--- config.mk ---
export PLATFORM = sky130hd
export DESIGN_NAME = alu_exec_unit
export DESIGN_NICKNAME = d
export VERILOG_FILES = /design/src/rtl/alu_exec_unit.sv
export SDC_FILE = /design/constraint.sdc
export NUM_CORES = 1
export LEC_CHECK = 0
export ABC_AREA = 1
export BUFFER_PORTS_ARGS = -buffer_cell sky130_fd_sc_hd__buf_4
export CAP_MARGIN = 20
export CORE_ASPECT_RATIO = 1.2
export CORE_MARGIN = 4
export CORE_UTILIZATION = 62
export CTS_BUF_LIST = sky130_fd_sc_hd__clkbuf_16
export DETAILED_ROUTE_END_ITERATION = 6
export PLACE_DENSITY = 0.95
export SETUP_SLACK_MARGIN = 0.2
export SLEW_MARGIN = 20
export SYNTH_ARGS = -nofsm -noshare
export SYNTH_HDL_FRONTEND = slang
export SYNTH_SLANG_ARGS = --single-unit
--- constraint.sdc ---
create_clock -name clk -period 2 [get_ports clk]
set_input_delay 0.1 -clock clk [delete_from_list [all_inputs] [get_ports clk]]
set_output_delay 0.1 -clock clk [all_outputs]
set_load 0.01 [all_outputs]
--- src/rtl/alu_exec_unit.sv ---
// Execute-stage ALU with a valid/ready handshake on both sides.
// Most ops finish in one cycle; SRL/SLL run on a 1-bit-per-cycle iterative shifter.
module alu_exec_unit #(
  parameter int DATA_WIDTH  = 32,
  parameter int SHAMT_WIDTH = 5
) (
  input  logic                   clk,
  input  logic                   reset,
  input  logic                   in_valid_i,
  output logic                   in_ready_o,
  input  logic [3:0]             alu_operation_i,
  input  logic [DATA_WIDTH-1:0]  a_i,
  input  logic [DATA_WIDTH-1:0]  b_i,
  input  logic [SHAMT_WIDTH-1:0] shamt_i,
  output logic                   out_valid_o,
  input  logic                   out_ready_i,
  output logic [DATA_WIDTH-1:0]  result_o,
  output logic                   zero_o,
  output logic                   branch_taken_o,
  output logic                   busy_o
);

  localparam logic [3:0] OP_ADD  = 4'b0000;
  localparam logic [3:0] OP_SUB  = 4'b0001;
  localparam logic [3:0] OP_OR   = 4'b0010;
  localparam logic [3:0] OP_ORI  = 4'b0011;
  localparam logic [3:0] OP_SRL  = 4'b0100;
  localparam logic [3:0] OP_SLL  = 4'b0101;
  localparam logic [3:0] OP_LUI  = 4'b0110;
  localparam logic [3:0] OP_ANDI = 4'b0111;
  localparam logic [3:0] OP_LW   = 4'b1000;
  localparam logic [3:0] OP_SW   = 4'b1001;
  localparam logic [3:0] OP_BEQ  = 4'b1010;
  localparam logic [3:0] OP_BNE  = 4'b1011;
  localparam logic [3:0] OP_NOR  = 4'b1100;
  localparam logic [3:0] OP_AND  = 4'b1101;
  localparam logic [3:0] OP_JMP  = 4'b1110;
  localparam logic [3:0] OP_JAL  = 4'b1111;

  typedef enum logic [1:0] {IDLE, SHIFT, DONE} state_t;

  state_t                 state_q, state_d;
  logic [DATA_WIDTH-1:0]  result_q, result_d;
  logic                   zero_q, zero_d;
  logic                   branch_q, branch_d;
  logic [DATA_WIDTH-1:0]  shreg_q, shreg_d;
  logic [SHAMT_WIDTH-1:0] cnt_q, cnt_d;
  logic                   left_q, left_d;

  logic                   accept;
  logic                   is_shift;
  logic [DATA_WIDTH-1:0]  alu_res;
  logic                   alu_branch;
  logic [DATA_WIDTH-1:0]  shift_next;

  assign accept     = in_valid_i && in_ready_o;
  assign is_shift   = (alu_operation_i == OP_SRL) || (alu_operation_i == OP_SLL);
  assign shift_next = left_q ? (shreg_q << 1) : (shreg_q >> 1);

  // Single-cycle result; shifts by zero fall through as a pass-through of b.
  always_comb begin
    alu_res    = a_i + b_i;
    alu_branch = 1'b0;
    case (alu_operation_i)
      OP_ADD, OP_LW, OP_SW: alu_res = a_i + b_i;
      OP_SUB:               alu_res = a_i - b_i;
      OP_OR, OP_ORI:        alu_res = a_i | b_i;
      OP_ANDI, OP_AND:      alu_res = a_i & b_i;
      OP_NOR:               alu_res = ~(a_i | b_i);
      OP_LUI:               alu_res = b_i << 16;
      OP_SRL, OP_SLL:       alu_res = b_i;
      OP_BEQ: begin
        alu_res    = a_i - b_i;
        alu_branch = (a_i == b_i);
      end
      OP_BNE: begin
        alu_res    = a_i - b_i;
        alu_branch = (a_i != b_i);
      end
      OP_JMP, OP_JAL:       alu_res = b_i;
      default:              alu_res = a_i + b_i;
    endcase
  end

  always_ff @(posedge clk or negedge reset) begin
    if (!reset) begin
      state_q  <= IDLE;
      result_q <= '0;
      zero_q   <= 1'b0;
      branch_q <= 1'b0;
      shreg_q  <= '0;
      cnt_q    <= '0;
      left_q   <= 1'b0;
    end else begin
      state_q  <= state_d;
      result_q <= result_d;
      zero_q   <= zero_d;
      branch_q <= branch_d;
      shreg_q  <= shreg_d;
      cnt_q    <= cnt_d;
      left_q   <= left_d;
    end
  end

  always_comb begin
    state_d  = state_q;
    result_d = result_q;
    zero_d   = zero_q;
    branch_d = branch_q;
    shreg_d  = shreg_q;
    cnt_d    = cnt_q;
    left_d   = left_q;
    case (state_q)
      IDLE: begin
        if (accept) begin
          if (is_shift && (shamt_i != '0)) begin
            shreg_d = b_i;
            cnt_d   = shamt_i;
            left_d  = (alu_operation_i == OP_SLL);
            state_d = SHIFT;
          end else begin
            result_d = alu_res;
            zero_d   = (alu_res == '0);
            branch_d = alu_branch;
            state_d  = DONE;
          end
        end
      end
      SHIFT: begin
        shreg_d = shift_next;
        cnt_d   = cnt_q - 1'b1;
        // The last shift lands directly in the result register.
        if (cnt_q == SHAMT_WIDTH'(1)) begin
          result_d = shift_next;
          zero_d   = (shift_next == '0);
          branch_d = 1'b0;
          state_d  = DONE;
        end
      end
      DONE: begin
        if (out_ready_i) state_d = IDLE;
      end
      default: state_d = IDLE;
    endcase
  end

  always_comb begin
    in_ready_o     = (state_q == IDLE) && reset;
    out_valid_o    = (state_q == DONE);
    busy_o         = (state_q != IDLE);
    result_o       = result_q;
    zero_o         = zero_q;
    branch_taken_o = branch_q;
  end

endmodule
==> impl_metrics.prom, run 1 <==
# TYPE chip_impl_metric gauge
chip_impl_info{name="run_status",value="did not finish"} 1
chip_impl_info{name="flow.stopped_at",value="clock tree synthesis"} 1
chip_impl_info{name="first-error",value="[ERROR DPL-0038] Utilization greater than 100%, impossible to legalize"} 1
chip_impl_metric{name="synthesis.area_per_instance",unit="um^2"} 5.746
chip_impl_metric{name="cts.sink_count",unit=""} 74
chip_impl_metric{name="floorplan.initialDensity",unit=""} 0.6387
chip_impl_info{name="clk_root_buffer_cell",value="clkbuf_16"} 1
chip_impl_metric{name="syn_inst",unit=""} 1823
chip_impl_metric{name="cell_area_after_technology_mapping",unit="mm^2"} 0.01048
chip_impl_info{name="synth.top_cells.by_area",value="nand2_1, dfrtp_1, ha_1"} 1
chip_impl_info{name="yosysMostFrequentCell",value="nand2_1"} 1
chip_impl_metric{name="die_h",unit="um"} 150.4
chip_impl_metric{name="clockBufferDepth",unit=""} 2
chip_impl_metric{name="yosys_register_bits",unit=""} 74
chip_impl_info{name="synthFlopType",value="dfrtp_1"} 1
chip_impl_metric{name="ctsHtreeMaxLevel",unit=""} 3
chip_impl_metric{name="tritoncts.num_buffers",unit=""} 9
chip_impl_metric{name="core.rowCount",unit=""} 51
chip_impl_metric{name="global_placement_routability_congestion",unit=""} 1.244
chip_impl_metric{name="synth.yosys.seq_area_share",unit=""} 0.1768
chip_impl_metric{name="number_of_setup_buffers_added_after_cts",unit=""} 47
chip_impl_metric{name="post_synth_num_cell_types",unit=""} 49
chip_impl_metric{name="place.detailed.hpwl",unit="um"} 41690
chip_impl_metric{name="number_of_buffers_inserted_by_port_buffering",unit=""} 113
chip_impl_metric{name="dieWidth",unit="um"} 126.7
chip_impl_info{name="synth.largest_area_cell",value="nand2_1"} 1
chip_impl_metric{name="synthesis.yosys.warnings",unit=""} 0
chip_impl_metric{name="postSynthNetCount",unit=""} 1999
chip_impl_metric{name="floorplan.io_pins",unit=""} 114
chip_impl_metric{name="postPlaceCellArea",unit="mm^2"} 0.01387
chip_impl_info{name="synth_top_cells_by_count",value="nand2_1, inv_1, nor2_1, nand3_1, o21ai_0"} 1
chip_impl_metric{name="synth.top_cell.area_share",unit=""} 0.1921
chip_impl_metric{name="ctsHoldBuffers",unit=""} 0
chip_impl_metric{name="ctsResizeCount",unit=""} 378
chip_impl_metric{name="synth-edff-count",unit=""} 0
chip_impl_metric{name="share_of_flip_flops_with_an_asynchronous_set_or_reset",unit=""} 1.000
[cell families after synthesis]
group | after synthesis | synth area share
XOR/XNOR | 3 | 0.002509
flip-flops | 74 | 0.1768
AND/OR/NAND/NOR | 975 | 0.3875
AO/OA/AOI/OAI | 285 | 0.1624
buffers and inverters | 387 | 0.1511
adder cells (fa/ha/maj) | 99 | 0.1197
[stage by stage]
stage          TNS, ns  cells    util  setup slack [ns]  hold WS (ns)
3_3_place_gp    -5.799   2383  0.8456           -0.5072        0.3649
2_1_floorplan        0   1823       -            0.1648       -0.1956
3_5_place_dp    -11.25   2383  0.8456           -0.7908        0.3749
==> inputs of run 2 (changes only) <==
CORE_ASPECT_RATIO = not set   (was 1.2)
CORE_UTILIZATION = 40   (was 62)
CTS_BUF_LIST = not set   (was sky130_fd_sc_hd__clkbuf_16)
PLACE_DENSITY = not set   (was 0.95)
PLACE_DENSITY_LB_ADDON = 0.15   (was not set)
SETUP_SLACK_MARGIN = not set   (was 0.2)
==> run 2 against run 1 <==
  * Synthesized cell count unchanged
  * The flow now finishes, with violations (setup timing)
  * Synthesized area unchanged
==> impl_metrics.prom, run 2 <==
# TYPE chip_impl_metric gauge
chip_impl_metric{name="hold_ws",unit="ns"} 0.001045
chip_impl_metric{name="finalWorstSetupSlack",unit="ns"} -0.08116
chip_impl_metric{name="ctsHtreeMaxLevel",unit=""} 3
chip_impl_metric{name="antenna_found_initial",unit=""} 0
chip_impl_info{name="synth_top_cells_by_count",value="nand2_1, inv_1, nor2_1, nand3_1, o21ai_0"} 1
chip_impl_info{name="worst-setup-path-type",value="in2reg"} 1
chip_impl_metric{name="clk-insertion-delay-late",unit="ns"} 0.34
chip_impl_metric{name="synth-edff-count",unit=""} 0
chip_impl_metric{name="setup_viol",unit=""} 2
chip_impl_metric{name="fp.dieArea",unit="mm^2"} 0.02884
chip_impl_metric{name="maxSlewViolCount",unit=""} 0
chip_impl_metric{name="yosys.area_share.xor_xnor",unit=""} 0.002508
chip_impl_metric{name="post_synthesis_compound_gate_area_fraction",unit=""} 0.1624
chip_impl_info{name="violations_in_the_final_reports",value="setup timing"} 1
chip_impl_metric{name="fmax",unit="MHz"} 480.5
chip_impl_metric{name="timing.final.hold_violations",unit=""} 0
chip_impl_metric{name="grt_util_all_layers",unit=""} 0.3475
chip_impl_metric{name="cts.sink_count",unit=""} 74
chip_impl_metric{name="num_vias",unit=""} 14370
chip_impl_metric{name="place.detailed.hpwl",unit="um"} 41830
chip_impl_info{name="mostFrequentLayoutCell",value="buf_4"} 1
chip_impl_metric{name="grt_pass1_wl",unit="um"} 77060
chip_impl_metric{name="post_drt_via_cell_ratio",unit=""} 5.455
chip_impl_metric{name="ir_worst_vdd",unit="uV"} 964.3
chip_impl_info{name="cp-start-kind",value="input pin"} 1
chip_impl_info{name="cts_tree",value="done"} 1
chip_impl_info{name="regToRegEndpoint",value="cnt_q[2]$_DFFE_PN0P_"} 1
chip_impl_metric{name="synth.yosys.seq_area_share",unit=""} 0.1768
chip_impl_metric{name="synth_adder_area_share",unit=""} 0.1197
chip_impl_metric{name="yosys_register_bits",unit=""} 74
chip_impl_metric{name="drtPass1Iterations",unit=""} 6
chip_impl_metric{name="switching_share",unit=""} 0.4462
chip_impl_metric{name="cell_area_after_technology_mapping",unit="mm^2"} 0.01048
chip_impl_metric{name="tightest_slew",unit="ns"} 0.9921
chip_impl_metric{name="power_frac_comb",unit=""} 0.649
chip_impl_metric{name="dieWidth",unit="um"} 169.8
chip_impl_metric{name="final_core_area_utilization",unit=""} 0.6830
chip_impl_metric{name="core_area",unit="mm^2"} 0.02547
chip_impl_metric{name="reg2reg_depth",unit=""} 10
chip_impl_info{name="run_status",value="finished, violations left"} 1
chip_impl_metric{name="remaining_drc_errors",unit=""} 0
chip_impl_metric{name="synth-simple-area-share",unit=""} 0.3875
chip_impl_metric{name="maxCapViolCount",unit=""} 0
chip_impl_metric{name="critPathRequiredTime",unit="ns"} 2.27
chip_impl_metric{name="synthesis.area_per_instance",unit="um^2"} 5.746
chip_impl_metric{name="fin_worst_skew",unit="ns"} 0.006496
chip_impl_metric{name="drt_wl_total",unit="um"} 53510
chip_impl_metric{name="tritoncts.num_buffers",unit=""} 9
chip_impl_metric{name="ctsHoldBuffers",unit=""} 0
chip_impl_metric{name="routedWlPerCell",unit="um"} 20.31
chip_impl_info{name="synth.largest_area_cell",value="nand2_1"} 1
chip_impl_metric{name="postPlaceCellArea",unit="mm^2"} 0.01418
chip_impl_metric{name="power.share.clock",unit=""} 0.146
chip_impl_info{name="clk_root_buffer_cell",value="clkbuf_16"} 1
chip_impl_metric{name="synth_mux_area_frac",unit=""} 0
chip_impl_metric{name="synthesis.yosys.warnings",unit=""} 0
chip_impl_metric{name="p_int",unit="mW"} 7.208
chip_impl_metric{name="leakagePower",unit="nW"} 8.759
chip_impl_info{name="r2r-start",value="state_q[1]$_DFFE_PN0P_"} 1
chip_impl_metric{name="ant_nets",unit=""} 0
chip_impl_metric{name="regToRegSetupSlack",unit="ns"} -0.02
chip_impl_metric{name="fin_setup_tns",unit="ns"} -0.09639
chip_impl_info{name="grt_setup_unrepaired",value="true"} 1
chip_impl_metric{name="die_h",unit="um"} 169.8
chip_impl_metric{name="number_of_buffers_inserted_by_port_buffering",unit=""} 113
chip_impl_metric{name="timing.max_slew.rel_slack",unit=""} 0.3386
chip_impl_metric{name="clockBufferDepth",unit=""} 2
chip_impl_metric{name="area_growth",unit="%"} 66.08
chip_impl_metric{name="postSynthNetCount",unit=""} 1999
chip_impl_metric{name="fin_crit_sh",unit=""} 1.041
chip_impl_metric{name="clkSlewWorstSetupHoldPaths",unit="ns"} 0.06
chip_impl_info{name="endpoint_kind",value="flop"} 1
chip_impl_metric{name="post_synth_num_cell_types",unit=""} 49
chip_impl_metric{name="cp_max_fo",unit=""} 5
chip_impl_info{name="yosysMostFrequentCell",value="nand2_1"} 1
chip_impl_info{name="layout.cells.most_common_list",value="buf_4, nand2_1, inv_1, nor2_1, nand2_2"} 1
chip_impl_metric{name="syn_inst",unit=""} 1823
chip_impl_metric{name="dpl_worst_slack",unit="ns"} -0.9394
chip_impl_info{name="synth.top_cells.by_area",value="nand2_1, dfrtp_1, ha_1"} 1
chip_impl_metric{name="power_switching",unit="mW"} 5.806
chip_impl_metric{name="nNetsFinal",unit=""} 2474
chip_impl_metric{name="layout-drive-gt1-share",unit=""} 0.4551
chip_impl_metric{name="floorplan.initialDensity",unit=""} 0.4112
chip_impl_info{name="largest_family_of_logic_cells_by_synthesized_area",value="simple AND/OR/NAND/NOR gates"} 1
chip_impl_info{name="min_path_type",value="in2async"} 1
chip_impl_metric{name="grt.overflow.total",unit=""} 0
chip_impl_metric{name="global_placement_routability_congestion",unit=""} 1.045
chip_impl_metric{name="post-route-cell-area",unit="mm^2"} 0.01740
chip_impl_metric{name="share_of_flip_flops_with_an_asynchronous_set_or_reset",unit=""} 1.000
chip_impl_metric{name="sequentialPowerShare",unit=""} 0.204
chip_impl_metric{name="core.rowCount",unit=""} 58
chip_impl_metric{name="floorplan.io_pins",unit=""} 114
chip_impl_metric{name="grt_max_degree",unit=""} 75
chip_impl_metric{name="first_iter_violations",unit=""} 1355
chip_impl_metric{name="synth.top_cell.area_share",unit=""} 0.1921
chip_impl_metric{name="power.density",unit="mW/mm^2"} 748.1
chip_impl_metric{name="period_needed",unit="ns"} 2.081
chip_impl_info{name="synthFlopType",value="dfrtp_1"} 1
chip_impl_metric{name="vias_in_the_first_global_route",unit=""} 13420
chip_impl_metric{name="critical_path_arrival",unit="ns"} 2.35
## run 2: cell counts after synthesis
No cell type changed its count.
## run 2: metal layers
metal  track usage  up-vias  wire length, um
met5             0        -                0
met4        0.1876        0             3463
met3       0.03972      160             3843
met2        0.5828      682            24960
met1        0.4375     6732            21240
li1              -     6795                -
## run 2: kinds of logic (layout without fill, tap and decap cells)
group                      Yosys count  count (layout)
DFF                                 74              74
buffers and inverters              387             867
AOI/OAI and AO/OA                  285             285
and+or+nand+nor                    975             975
other                                0               1
xor gates and xnor gates             3               3
adders and majority gates           99              99
## run 2: worst max-delay path by stage
stage	slack, ns	to	startpoint
2_1_floorplan	0.03	result_o[13]$_DFFE_PN0P_	state_q[1]$_DFFE_PN0P_
3_3_place_gp	-0.91	zero_o$_DFFE_PN0P_	b_i[2]
3_5_place_dp	-0.94	result_o[26]$_DFFE_PN0P_	a_i[2]
4_1_cts	-0.07	zero_o$_DFFE_PN0P_	a_i[15]
5_1_grt	-0.15	cnt_q[2]$_DFFE_PN0P_	state_q[1]$_DFFE_PN0P_
6_report	-0.08	zero_o$_DFFE_PN0P_	b_i[2]
## run 2: power by group through the flow
| stage | clock (mW) | combinational (mW) | sequential (mW) |
|---|---|---|---|
| after floorplan | 0 | 3.40 | 2.73 |
| after global placement | 0 | 6.60 | 2.63 |
| after detailed placement | 0 | 6.65 | 2.65 |
| after CTS | 1.91 | 7.32 | 2.64 |
| after global routing | 1.99 | 9.08 | 2.73 |
| final | 1.91 | 8.45 | 2.66 |
## run 2: layout make-up
cell class,instances,area [um^2]
repair buffers,534,4387
diodes,1,2.502
fillers,2286,8075
clock buffers,10,229.0
inverters,317,1225
clock inverters,6,113.9
multi-input cells,1362,9175
well taps,330,412.9
flip-flops and latches,74,1852
## run 2: what timing repair did
item | CTS | global route
buffers inserted | 30 | 32
gates resized for setup | 272 | 381
endpoints found under the setup margin | 49 | 65
cloned | 1 | 2
hold endpoints to repair | 0 | 0
pin swaps | 73 | 155
## run 2: worst max-delay path, stage by stage
cell and delay, ns:
buf_4 0.12, inv_2 0.07, ha_4 0.22, buf_6 0.13
nor2_4 0.13, nand2_2 0.10, nand2_4 0.12, nand2_1 0.06
nand3_1 0.09, nand2_2 0.10, nor2_1 0.13, nand2_1 0.08
nor2_2 0.13, nand3_2 0.12, nor2_4 0.10, nand2_2 0.10
nor2_1 0.12, nand3_1 0.14, a21oi_1 0.15
## run 2: stage by stage
stage                     cells  total power [mW]
after floorplan            1823             6.126
after global placement     2553             9.236
after detailed placement   2553             9.299
after CTS                  2600             11.88
after global routing       2633             13.81
final                      2634             13.01
(Power assumes the default switching activity.)
